--- config.mk ---
export PLATFORM = sky130hd
export DESIGN_NAME = regfile_rename_flat
export DESIGN_NICKNAME = d
export VERILOG_FILES = /design/src/rtl/regfile_rename_pkg.sv /design/src/rtl/regfile_rename_if.sv /design/src/rtl/regfile_query_port.sv /design/src/rtl/regfile_rename.sv /design/src/flat_wrapper.sv
export SDC_FILE = /design/constraint.sdc
export NUM_CORES = 2
export LEC_CHECK = 0
export CAP_MARGIN = 20
export CORE_UTILIZATION = 30
export CTS_BUF_LIST = sky130_fd_sc_hd__clkbuf_4
export DETAILED_ROUTE_END_ITERATION = 8
export GPL_ROUTABILITY_DRIVEN = 0
export PLACE_DENSITY = 0.52
export SLEW_MARGIN = 20
export SYNTH_ARGS = -nofsm -noshare
export SYNTH_HDL_FRONTEND = slang
export SYNTH_SLANG_ARGS = --single-unit
--- constraint.sdc ---
create_clock -name in_clk -period 2.5 [get_ports in_clk]
set_input_delay 0.25 -clock in_clk [delete_from_list [all_inputs] [get_ports in_clk]]
set_output_delay 0.25 -clock in_clk [all_outputs]
set_load 0.02 [all_outputs]
--- src/rtl/regfile_rename_pkg.sv ---
// regfile_rename_pkg: widths and constants shared by the register file, ROB and decoder.
package regfile_rename_pkg;

    localparam int REG_WIDTH  = 5;
    localparam int DATA_WIDTH = 32;
    localparam int ROB_WIDTH  = 4;

    localparam logic [DATA_WIDTH-1:0] ZERO_DATA  = '0;
    localparam logic [ROB_WIDTH-1:0]  NO_REORDER = '0;

endpackage

--- src/rtl/regfile_rename_if.sv ---
// regfile_rename_if: decoder query/rename, ROB commit and flush bundle for the rename register file.
`default_nettype none

interface regfile_rename_if
    import regfile_rename_pkg::*;
#(
    parameter int ROB_W = 4
) ();

    logic                  in_rdy;
    logic                  in_flush_enable;
    logic [REG_WIDTH-1:0]  in_decoder_rs;
    logic [REG_WIDTH-1:0]  in_decoder_rt;
    logic                  out_decoder_rs_busy;
    logic                  out_decoder_rt_busy;
    logic [DATA_WIDTH-1:0] out_decoder_rs_value;
    logic [DATA_WIDTH-1:0] out_decoder_rt_value;
    logic [ROB_W-1:0]      out_decoder_rs_reorder;
    logic [ROB_W-1:0]      out_decoder_rt_reorder;
    logic                  in_decoder_rename_enable;
    logic [REG_WIDTH-1:0]  in_decoder_rd;
    logic [ROB_W-1:0]      in_decoder_reorder;
    logic                  in_rob_commit_enable;
    logic [REG_WIDTH-1:0]  in_rob_commit_rd;
    logic [DATA_WIDTH-1:0] in_rob_commit_value;
    logic [ROB_W-1:0]      in_rob_commit_reorder;

    modport slave (
        input  in_rdy, in_flush_enable, in_decoder_rs, in_decoder_rt,
        input  in_decoder_rename_enable, in_decoder_rd, in_decoder_reorder,
        input  in_rob_commit_enable, in_rob_commit_rd, in_rob_commit_value, in_rob_commit_reorder,
        output out_decoder_rs_busy, out_decoder_rt_busy,
        output out_decoder_rs_value, out_decoder_rt_value,
        output out_decoder_rs_reorder, out_decoder_rt_reorder
    );

    modport master (
        output in_rdy, in_flush_enable, in_decoder_rs, in_decoder_rt,
        output in_decoder_rename_enable, in_decoder_rd, in_decoder_reorder,
        output in_rob_commit_enable, in_rob_commit_rd, in_rob_commit_value, in_rob_commit_reorder,
        input  out_decoder_rs_busy, out_decoder_rt_busy,
        input  out_decoder_rs_value, out_decoder_rt_value,
        input  out_decoder_rs_reorder, out_decoder_rt_reorder
    );

endinterface

`default_nettype wire

--- src/rtl/regfile_query_port.sv ---
// regfile_query_port: one combinational read port; REGFILE_COMMIT_BYPASS_EN adds a same-cycle commit bypass.
`default_nettype none

module regfile_query_port
    import regfile_rename_pkg::*;
#(
    parameter int REG_COUNT = 32,
    parameter int ROB_W     = 4
) (
    input  wire logic [REG_WIDTH-1:0]  idx_i,
    input  wire logic [DATA_WIDTH-1:0] value_i [REG_COUNT],
    input  wire logic [REG_COUNT-1:0]  busy_i,
    input  wire logic [ROB_W-1:0]      tag_i   [REG_COUNT],
`ifdef REGFILE_COMMIT_BYPASS_EN
    input  wire logic                  commit_valid_i,
    input  wire logic [REG_WIDTH-1:0]  commit_rd_i,
    input  wire logic [DATA_WIDTH-1:0] commit_value_i,
    input  wire logic [ROB_W-1:0]      commit_reorder_i,
`endif
    output logic                       busy_o,
    output logic [DATA_WIDTH-1:0]      value_o,
    output logic [ROB_W-1:0]           tag_o
);

    always_comb begin
        busy_o  = 1'b0;
        value_o = ZERO_DATA;
        tag_o   = '0;
        if (idx_i != '0 && int'(idx_i) < REG_COUNT) begin
            busy_o  = busy_i[idx_i];
            value_o = value_i[idx_i];
            tag_o   = tag_i[idx_i];
`ifdef REGFILE_COMMIT_BYPASS_EN
            // Only the commit that retires the current owner releases the register early.
            if (commit_valid_i && commit_rd_i == idx_i && tag_i[idx_i] == commit_reorder_i) begin
                busy_o  = 1'b0;
                value_o = commit_value_i;
                tag_o   = '0;
            end
`endif
        end
    end

endmodule

`default_nettype wire

--- src/rtl/regfile_rename.sv ---
// regfile_rename: architectural register file with busy/ROB-tag rename state; REGFILE_COMMIT_BYPASS_EN enables commit bypass.
`default_nettype none

module regfile_rename
    import regfile_rename_pkg::*;
#(
    parameter int REG_COUNT = 32,
    parameter int ROB_W     = 4
) (
    input  wire logic      in_clk,
    input  wire logic      in_rst_n,
    regfile_rename_if.slave bus
);

    logic [DATA_WIDTH-1:0] value_q [REG_COUNT];
    logic [DATA_WIDTH-1:0] value_d [REG_COUNT];
    logic [REG_COUNT-1:0]  busy_q;
    logic [REG_COUNT-1:0]  busy_d;
    logic [ROB_W-1:0]      tag_q   [REG_COUNT];
    logic [ROB_W-1:0]      tag_d   [REG_COUNT];

    logic commit_v;
    logic rename_v;
    logic flush_v;

    assign commit_v = bus.in_rob_commit_enable && bus.in_rdy && (bus.in_rob_commit_rd != '0);
    assign rename_v = bus.in_decoder_rename_enable && bus.in_rdy && (bus.in_decoder_rd != '0)
                      && !bus.in_flush_enable;
    assign flush_v  = bus.in_flush_enable && bus.in_rdy;

    // Priority per register: commit release, then rename claim, then flush clear.
    always_comb begin
        value_d = value_q;
        busy_d  = busy_q;
        tag_d   = tag_q;
        for (int i = 1; i < REG_COUNT; i++) begin
            if (commit_v && bus.in_rob_commit_rd == REG_WIDTH'(i)) begin
                value_d[i] = bus.in_rob_commit_value;
                if (tag_q[i] == bus.in_rob_commit_reorder) begin
                    busy_d[i] = 1'b0;
                    tag_d[i]  = '0;
                end
            end
            if (rename_v && bus.in_decoder_rd == REG_WIDTH'(i)) begin
                busy_d[i] = 1'b1;
                tag_d[i]  = bus.in_decoder_reorder;
            end
            if (flush_v) begin
                busy_d[i] = 1'b0;
                tag_d[i]  = '0;
            end
        end
    end

    always_ff @(posedge in_clk or negedge in_rst_n) begin
        if (!in_rst_n) begin
            busy_q <= '0;
            for (int i = 0; i < REG_COUNT; i++) begin
                value_q[i] <= ZERO_DATA;
                tag_q[i]   <= '0;
            end
        end else begin
            busy_q  <= busy_d;
            value_q <= value_d;
            tag_q   <= tag_d;
        end
    end

    regfile_query_port #(
        .REG_COUNT (REG_COUNT),
        .ROB_W     (ROB_W)
    ) u_query_rs (
        .idx_i            (bus.in_decoder_rs),
        .value_i          (value_q),
        .busy_i           (busy_q),
        .tag_i            (tag_q),
`ifdef REGFILE_COMMIT_BYPASS_EN
        .commit_valid_i   (commit_v),
        .commit_rd_i      (bus.in_rob_commit_rd),
        .commit_value_i   (bus.in_rob_commit_value),
        .commit_reorder_i (bus.in_rob_commit_reorder),
`endif
        .busy_o           (bus.out_decoder_rs_busy),
        .value_o          (bus.out_decoder_rs_value),
        .tag_o            (bus.out_decoder_rs_reorder)
    );

    regfile_query_port #(
        .REG_COUNT (REG_COUNT),
        .ROB_W     (ROB_W)
    ) u_query_rt (
        .idx_i            (bus.in_decoder_rt),
        .value_i          (value_q),
        .busy_i           (busy_q),
        .tag_i            (tag_q),
`ifdef REGFILE_COMMIT_BYPASS_EN
        .commit_valid_i   (commit_v),
        .commit_rd_i      (bus.in_rob_commit_rd),
        .commit_value_i   (bus.in_rob_commit_value),
        .commit_reorder_i (bus.in_rob_commit_reorder),
`endif
        .busy_o           (bus.out_decoder_rt_busy),
        .value_o          (bus.out_decoder_rt_value),
        .tag_o            (bus.out_decoder_rt_reorder)
    );

endmodule

`default_nettype wire

--- src/flat_wrapper.sv ---
// flat-port wrapper written by rule: the top's interface ports become plain ports
module regfile_rename_flat import regfile_rename_pkg::*;
#(
    parameter int REG_COUNT = 32,
    parameter int ROB_W     = 4
)
  (in_clk, in_rst_n, bus_in_rdy, bus_in_flush_enable, bus_in_decoder_rs, bus_in_decoder_rt, bus_in_decoder_rename_enable, bus_in_decoder_rd, bus_in_decoder_reorder, bus_in_rob_commit_enable, bus_in_rob_commit_rd, bus_in_rob_commit_value, bus_in_rob_commit_reorder, bus_out_decoder_rs_busy, bus_out_decoder_rt_busy, bus_out_decoder_rs_value, bus_out_decoder_rt_value, bus_out_decoder_rs_reorder, bus_out_decoder_rt_reorder);
  regfile_rename_if #(.ROB_W(ROB_W)) bus_i ();
  input  wire logic in_clk;
  input  wire logic in_rst_n;
  input wire logic [$bits(bus_i.in_rdy)-1:0] bus_in_rdy;
  input wire logic [$bits(bus_i.in_flush_enable)-1:0] bus_in_flush_enable;
  input wire logic [$bits(bus_i.in_decoder_rs)-1:0] bus_in_decoder_rs;
  input wire logic [$bits(bus_i.in_decoder_rt)-1:0] bus_in_decoder_rt;
  input wire logic [$bits(bus_i.in_decoder_rename_enable)-1:0] bus_in_decoder_rename_enable;
  input wire logic [$bits(bus_i.in_decoder_rd)-1:0] bus_in_decoder_rd;
  input wire logic [$bits(bus_i.in_decoder_reorder)-1:0] bus_in_decoder_reorder;
  input wire logic [$bits(bus_i.in_rob_commit_enable)-1:0] bus_in_rob_commit_enable;
  input wire logic [$bits(bus_i.in_rob_commit_rd)-1:0] bus_in_rob_commit_rd;
  input wire logic [$bits(bus_i.in_rob_commit_value)-1:0] bus_in_rob_commit_value;
  input wire logic [$bits(bus_i.in_rob_commit_reorder)-1:0] bus_in_rob_commit_reorder;
  output wire logic [$bits(bus_i.out_decoder_rs_busy)-1:0] bus_out_decoder_rs_busy;
  output wire logic [$bits(bus_i.out_decoder_rt_busy)-1:0] bus_out_decoder_rt_busy;
  output wire logic [$bits(bus_i.out_decoder_rs_value)-1:0] bus_out_decoder_rs_value;
  output wire logic [$bits(bus_i.out_decoder_rt_value)-1:0] bus_out_decoder_rt_value;
  output wire logic [$bits(bus_i.out_decoder_rs_reorder)-1:0] bus_out_decoder_rs_reorder;
  output wire logic [$bits(bus_i.out_decoder_rt_reorder)-1:0] bus_out_decoder_rt_reorder;
  assign bus_i.in_rdy = bus_in_rdy;
  assign bus_i.in_flush_enable = bus_in_flush_enable;
  assign bus_i.in_decoder_rs = bus_in_decoder_rs;
  assign bus_i.in_decoder_rt = bus_in_decoder_rt;
  assign bus_i.in_decoder_rename_enable = bus_in_decoder_rename_enable;
  assign bus_i.in_decoder_rd = bus_in_decoder_rd;
  assign bus_i.in_decoder_reorder = bus_in_decoder_reorder;
  assign bus_i.in_rob_commit_enable = bus_in_rob_commit_enable;
  assign bus_i.in_rob_commit_rd = bus_in_rob_commit_rd;
  assign bus_i.in_rob_commit_value = bus_in_rob_commit_value;
  assign bus_i.in_rob_commit_reorder = bus_in_rob_commit_reorder;
  assign bus_out_decoder_rs_busy = bus_i.out_decoder_rs_busy;
  assign bus_out_decoder_rt_busy = bus_i.out_decoder_rt_busy;
  assign bus_out_decoder_rs_value = bus_i.out_decoder_rs_value;
  assign bus_out_decoder_rt_value = bus_i.out_decoder_rt_value;
  assign bus_out_decoder_rs_reorder = bus_i.out_decoder_rs_reorder;
  assign bus_out_decoder_rt_reorder = bus_i.out_decoder_rt_reorder;
  regfile_rename #(.REG_COUNT(REG_COUNT), .ROB_W(ROB_W)) u_core (.in_clk(in_clk), .in_rst_n(in_rst_n), .bus(bus_i));
endmodule
After elaboration in Yosys (flattened, before gate mapping)
Cells that the tools add are included.
- bits in registers: 1147
- bits of input ports: 66
- output and inout bits: 74
- logic and storage cells: 628
- $lt $le $gt $ge: 4
- equal/unequal tests: 93
- mux-type cells: 270
- bitwise gates (word level): 2
- reduce and logical (&&, ||, !) cells: 166
- operator list (operator ; count):
    $mux 4 ; 130
    $bmux 32 s5 ; 2
    $mux 32 ; 6
    $reduce_bool 3->1 ; 62
    $eq 5x5->1 const B ; 32
    $mux 1 ; 128
    $eq 4x4->1 ; 31
    $eq 5x4->1 const B ; 16
    $logic_and 1x1->1 ; 68
    $reduce_and 2->1 ; 31
    $bmux 4 s5 ; 2
    $eq 5x3->1 const B ; 8
    $eq 5x2->1 const B ; 4
    $reduce_bool 5->1 ; 4
    $ge 6x6->1 const B ; 2
    $lt 5x6->1 const B ; 2
    $not 5->6 ; 2
    $bmux 1 s5 ; 2
    $eq 5x1->1 const B ; 2
    $logic_not 1->1 ; 1

Logic depth before layout (Yosys ltp)
- word-level depth: 6
- depth in mapped cells: 8
- gate-level depth less buffers: 5

By module
From an unflattened synthesis, not the netlist that was laid out.
- cells, all modules: 4555
- area, all modules: 64892.2 um^2
- modules (own cells, without submodules) (module ; times used ; cells an instance ; area each (um^2) ; sequential area each (um^2)):
    regfile_rename ; 1 ; 3025 ; 45143.3 ; 28702.5
    regfile_query_port ; 2 ; 765 ; 9874.5 ; 0.0

Worst setup path before layout
No wires, ideal clock.
- kind: input -> output
- start point: in bus_in_decoder_rs[2]
- end point: out bus_out_decoder_rs_value[30]
- data arrival time: 1.923 ns
- required time: 2.250 ns
- path slack: 0.327 ns
- cell stages on the path: 7
- path buffers: 3
- cell sequence: buf_2 clkbuf_1 clkbuf_1 a31oi_1 o21ai_0 a21oi_1 nor4_1
- word-level cells in the longest chain between the ends: 5
- elaborated cells on any way between the ends: 6
- those cells by class: mux: 4; bitwise: 1; reduce/logical: 1
- ends and longest elaborated chain (element ; line ; source):
    start, declared ; flat_wrapper.sv:13 ; input wire logic [$bits(bus_i.in_decoder_rs)-1:0] bus_in_decoder_rs;
    $not 5->6 (not written as such) ; regfile_query_port.sv:31 ; value_o = value_i[idx_i];
    $bmux 32 s5 ; regfile_query_port.sv:31 ;
    $mux 32 (not written as such) (2 in series) ; regfile_query_port.sv:31 ;
    $mux 32 * ; regfile_query_port.sv:29 ; if (idx_i != '0 && int'(idx_i) < REG_COUNT) begin
    end, declared ; flat_wrapper.sv:24 ; output wire logic [$bits(bus_i.out_decoder_rs_value)-1:0] bus_out_decoder_rs_value;
Mark *: on every way between the ends. The rest lies on a longest branch, timed or not. The select of a mux whose other input is x is not followed.

Worst setup path after layout
- start point: reg u_core.value_q[575] in the netlist's numbering
- end point: out bus_out_decoder_rs_value[31]
- word-level cells in the longest chain between the ends: 4
- ends and longest elaborated chain (element ; line ; source):
    start, declared ; regfile_rename.sv:15 ; logic [DATA_WIDTH-1:0] value_q [REG_COUNT];
    start signal, assigned ; regfile_rename.sv:64 ; value_q <= value_d;
    $bmux 32 s5 ; regfile_query_port.sv:31 ;
    $mux 32 (not written as such) (2 in series) ; regfile_query_port.sv:31 ;
    $mux 32 ; regfile_query_port.sv:29 ;
Every way passes these cells. The select of a mux whose other input is x is not followed.

==> results.yml <==
run_status:
  outcome: "complete, but fails checks"
  violated_checks: "negative setup slack"
layout:
  num-nets-final: 5966
  filler_cell_count: 20200
  multi_input_comb_area_sq_mm: 0.0354
  finish.instance_area_sq_mm: 0.0810
  area_of_all_sequential_standard_cells_sq_mm: 0.0287
  area.growth.synth_to_final_pct: 27.8
  share_of_final_layout_standard_cells_stronger_than_drive_strength_1_pct: 47.4
flow_run:
  max-cap-violations: 0
cts:
  cts_made_buffers: 344
  tritoncts: "yes"
  cts-root-buf: "sky130_fd_sc_hd__clkbuf_4"
  worst_setup_hold_path_clk_slew_ns: 0.06
  clk_path_buf_depth: 4
  clk_latency_ns: 1.33
  cts_max_level: 5
  clock_sinks: 1147
hold_path:
  hold_path_startpoint: "bus_in_decoder_rd[0]"
  hold_path_depth: 3
  min-delay-path-class: "primary input to flop"
  hold-path-endpoint: "u_core.busy_q[27]"
detailed_routing:
  drtIter0Drc: 3483
  drc: 0
  vias_per_cell: 5.46
  route.vias.total: 48800
  drtAntennaViolNets: 0
  route.final.wire_length_microns: 232000
  routedWlPerCell_microns: 25.9
  first_pass_iters: 8
setup_path:
  timing_worst_setup_path_type: "flop to output port"
  rrSetupSlack_ns: 0.44
  path_cells: "mux4_2, mux2_4, o22ai_4, buf_6, nor3_4, buf_12"
  worstPathBufferInverterCount: 2
  critical_path.max_stage_delay_ns: 0.48
  timing.critical_path.required_ns: 2.25
  slowest_stage_cell_cp: "sky130_fd_sc_hd__mux4_2"
  setup.worst_path.start_class: "flop"
  cp_top_family: "multiplexers"
  rr_startpoint: "u_core.tag_q[120]"
  endpoint_kind: "output port"
  reg2reg_end: "u_core.tag_q[123]"
  reg2reg_depth: 8
  critical_path.max_fanout: 2
  crit_arrival_ns: 3.08
logic_synthesis:
  yosys_top_cell_by_area: "sky130_fd_sc_hd__dfrtp_1"
  post_synth_instance_area_sq_mm: 0.0634
  yosysSeqAreaShare_pct: 45.3
  asyncSetResetFlopFracSynth_pct: 100
  post_synth.cell_area_avg_sq_um: 12.2
  post_synth_inst_count: 5190
  ys_top_cells_by_area: "sky130_fd_sc_hd__dfrtp_1 (45%), sky130_fd_sc_hd__mux2_2 (20%), sky130_fd_sc_hd__mux2i_1 (11%)"
  synth_edf_count: 0
  most_repeated_cell_in_the_gate_level_netlist_after_synthesis: "sky130_fd_sc_hd__dfrtp_1"
  syn-num-nets: 5256
  synthDominantCellAreaShare_pct: 45.3
  synthDistinctLibCells: 51
  postSynthRegisterBits: 1147
  number_of_warnings_issued_by_yosys: 0
  yosys-top-cells-count: "sky130_fd_sc_hd__dfrtp_1 (1147), sky130_fd_sc_hd__mux2_2 (1146), sky130_fd_sc_hd__mux2i_1 (676)"
  synth_flop_cell: "sky130_fd_sc_hd__dfrtp_1"
sta:
  layout_setup_ws_ns: -0.834
  timing.max_slew.rel_slack_pct: 39.9
  finalCriticalPeriod_ns: 3.33
  slew_viol_final: 0
  worst_slew_pin_slew_ns: 0.898
  worst_clock_skew_ns: 0.0837
  max_freq_mhz: 300
  grt_setup_unrepaired: "true"
  final_min_period_over_clock_period_pct: 133
  hold_violations: 0
  timing.final.setup_violations: 74
power:
  power_per_cell_area_mw_per_mm2: 627
  peak_supply_drop_v: 0.000405
  leakage_nw: 36.5
floorplan:
  floorplan.die.width_microns: 462
  die_height_microns: 462
  dieArea_sq_mm: 0.213
  placementRows: 168
  core_area_sq_mm: 0.210
  floorplan.initialDensity_pct: 30.2
  ios: 140
global_routing:
  gr-total-overflow: 0
  grt_antenna_before_repair: 14
  grt.total_usage_pct: 21.5
  grt_pass1_vias: 50700
  grt_start_max_net_pins: 133
  grt_first_pass_wirelength_microns: 343000
placed_design:
  dp_hpwl_microns: 155000
  placement_stage_cell_area_sq_mm: 0.0732
  number_of_port_buffers: 139
  placement.setup.worst_slack_ns: -0.936
repair_timing:
| action | CTS | global route |
|---|---|---|
| setup buffers | 39 | 19 |
| endpoints found under the hold margin | 2294 | 0 |
| setup endpoints to repair | 74 | 75 |
| resized for setup | 602 | 97 |
| hold buffers | 58 | 0 |
| cloned | 0 | 0 |
| pin swaps | 122 | 87 |
per-layer routing:
layer	track usage, %	part of all wire, %	up-vias
met5	0	0.028	-
met4	8.41	3.6	10
met3	4.12	6.1	474
met2	34.0	46	1633
met1	29.0	44	25500
li1	-	-	21200
worst min-delay path: stages:
cell,delay (ns)
sky130_fd_sc_hd__clkdlybuf4s50_1,0.66
sky130_fd_sc_hd__nand3_1,0.31
sky130_fd_sc_hd__o21ai_0,0.12
placed cells by master (no fill, tap or decap), types with 34 or more instances in the layout:
cell type	n
sky130_fd_sc_hd__mux4_2	148
sky130_fd_sc_hd__clkbuf_4	501
sky130_fd_sc_hd__clkinv_1	53
sky130_fd_sc_hd__nor3_1	142
sky130_fd_sc_hd__nor3_4	65
sky130_fd_sc_hd__buf_12	170
sky130_fd_sc_hd__mux2i_1	673
sky130_fd_sc_hd__nor2_1	42
sky130_fd_sc_hd__dfrtp_1	1143
sky130_fd_sc_hd__mux2_4	68
sky130_fd_sc_hd__mux2_2	1078
sky130_fd_sc_hd__o22ai_1	356
sky130_fd_sc_hd__xnor2_1	84
sky130_fd_sc_hd__a221oi_2	81
sky130_fd_sc_hd__buf_6	69
sky130_fd_sc_hd__nand2_1	273
sky130_fd_sc_hd__buf_4	507
sky130_fd_sc_hd__xor2_1	40
sky130_fd_sc_hd__clkdlybuf4s50_1	54
sky130_fd_sc_hd__a221oi_4	34
sky130_fd_sc_hd__nor3_2	51
sky130_fd_sc_hd__dlygate4sd3_1	57
sky130_fd_sc_hd__o22ai_4	36
sky130_fd_sc_hd__o21ai_0	124
registers in the layout, summed over array words and instances (netlist names):
| name | count |
|---|---|
| u_core.busy_q | 31 |
| u_core.tag_q | 124 |
| u_core.value_q | 992 |
where the power goes:
part	switching, mW	total (mW)	internal (mW)
Sequential	1.68	22.4	20.7
Combinational	5.01	10.5	5.45
Clock	8.53	17.9	9.40
Total	15.2	50.8	35.6
worst max-delay path by stage:
stage | start | end | slack (ns) | cells past startpoint
2_1_floorplan | bus_in_decoder_rs[2] | bus_out_decoder_rs_value[30] | 0.33 | 7
4_1_cts | u_core.value_q[575] | bus_out_decoder_rs_value[31] | -1.0 | 6
3_3_place_gp | bus_in_decoder_rt[4] | bus_out_decoder_rt_value[14] | -1.0 | 9
6_report | u_core.value_q[575] | bus_out_decoder_rs_value[31] | -0.83 | 6
3_5_place_dp | bus_in_decoder_rt[4] | bus_out_decoder_rt_value[14] | -0.94 | 9
5_1_grt | u_core.value_q[541] | bus_out_decoder_rt_value[29] | -0.97 | 6
cells by family after synthesis:
logic type / count (synthesis) / share of synthesized area, %
xor+xnor: 124 / 1.71
compound gates: 695 / 7.23
flops: 1147 / 45.3
buf+inv: 530 / 3.87
simple gates: 701 / 5.21
mux: 1993 / 36.7
final cells by class:
type | count | share of cell area, %
timing repair buffer | 865 | 11.3
multi-input combinational | 3513 | 43.7
clock inverter | 71 | 0.443
clock buffer | 501 | 4.64
tap | 2805 | 4.33
antenna | 13 | 0.0401
sequential | 1147 | 35.4
inverter | 29 | 0.134
through the flow:
step	std cells	setup TNS (ns)	hold WS (ns)	power [mW]	util (%)
6_report	8944	-49.63	0.121	50.8	38.6
3_3_place_gp	8301	-34.13	0.160	31.8	34.9
3_5_place_dp	8301	-35.23	0.163	32.0	34.9
5_1_grt	8944	-61.02	0.0732	53.3	38.6
2_1_floorplan	5190	0	-0.0456	28.0	-
4_1_cts	8920	-60.76	0.00735	51.1	38.3
Power figures use the tool's default switching activity.
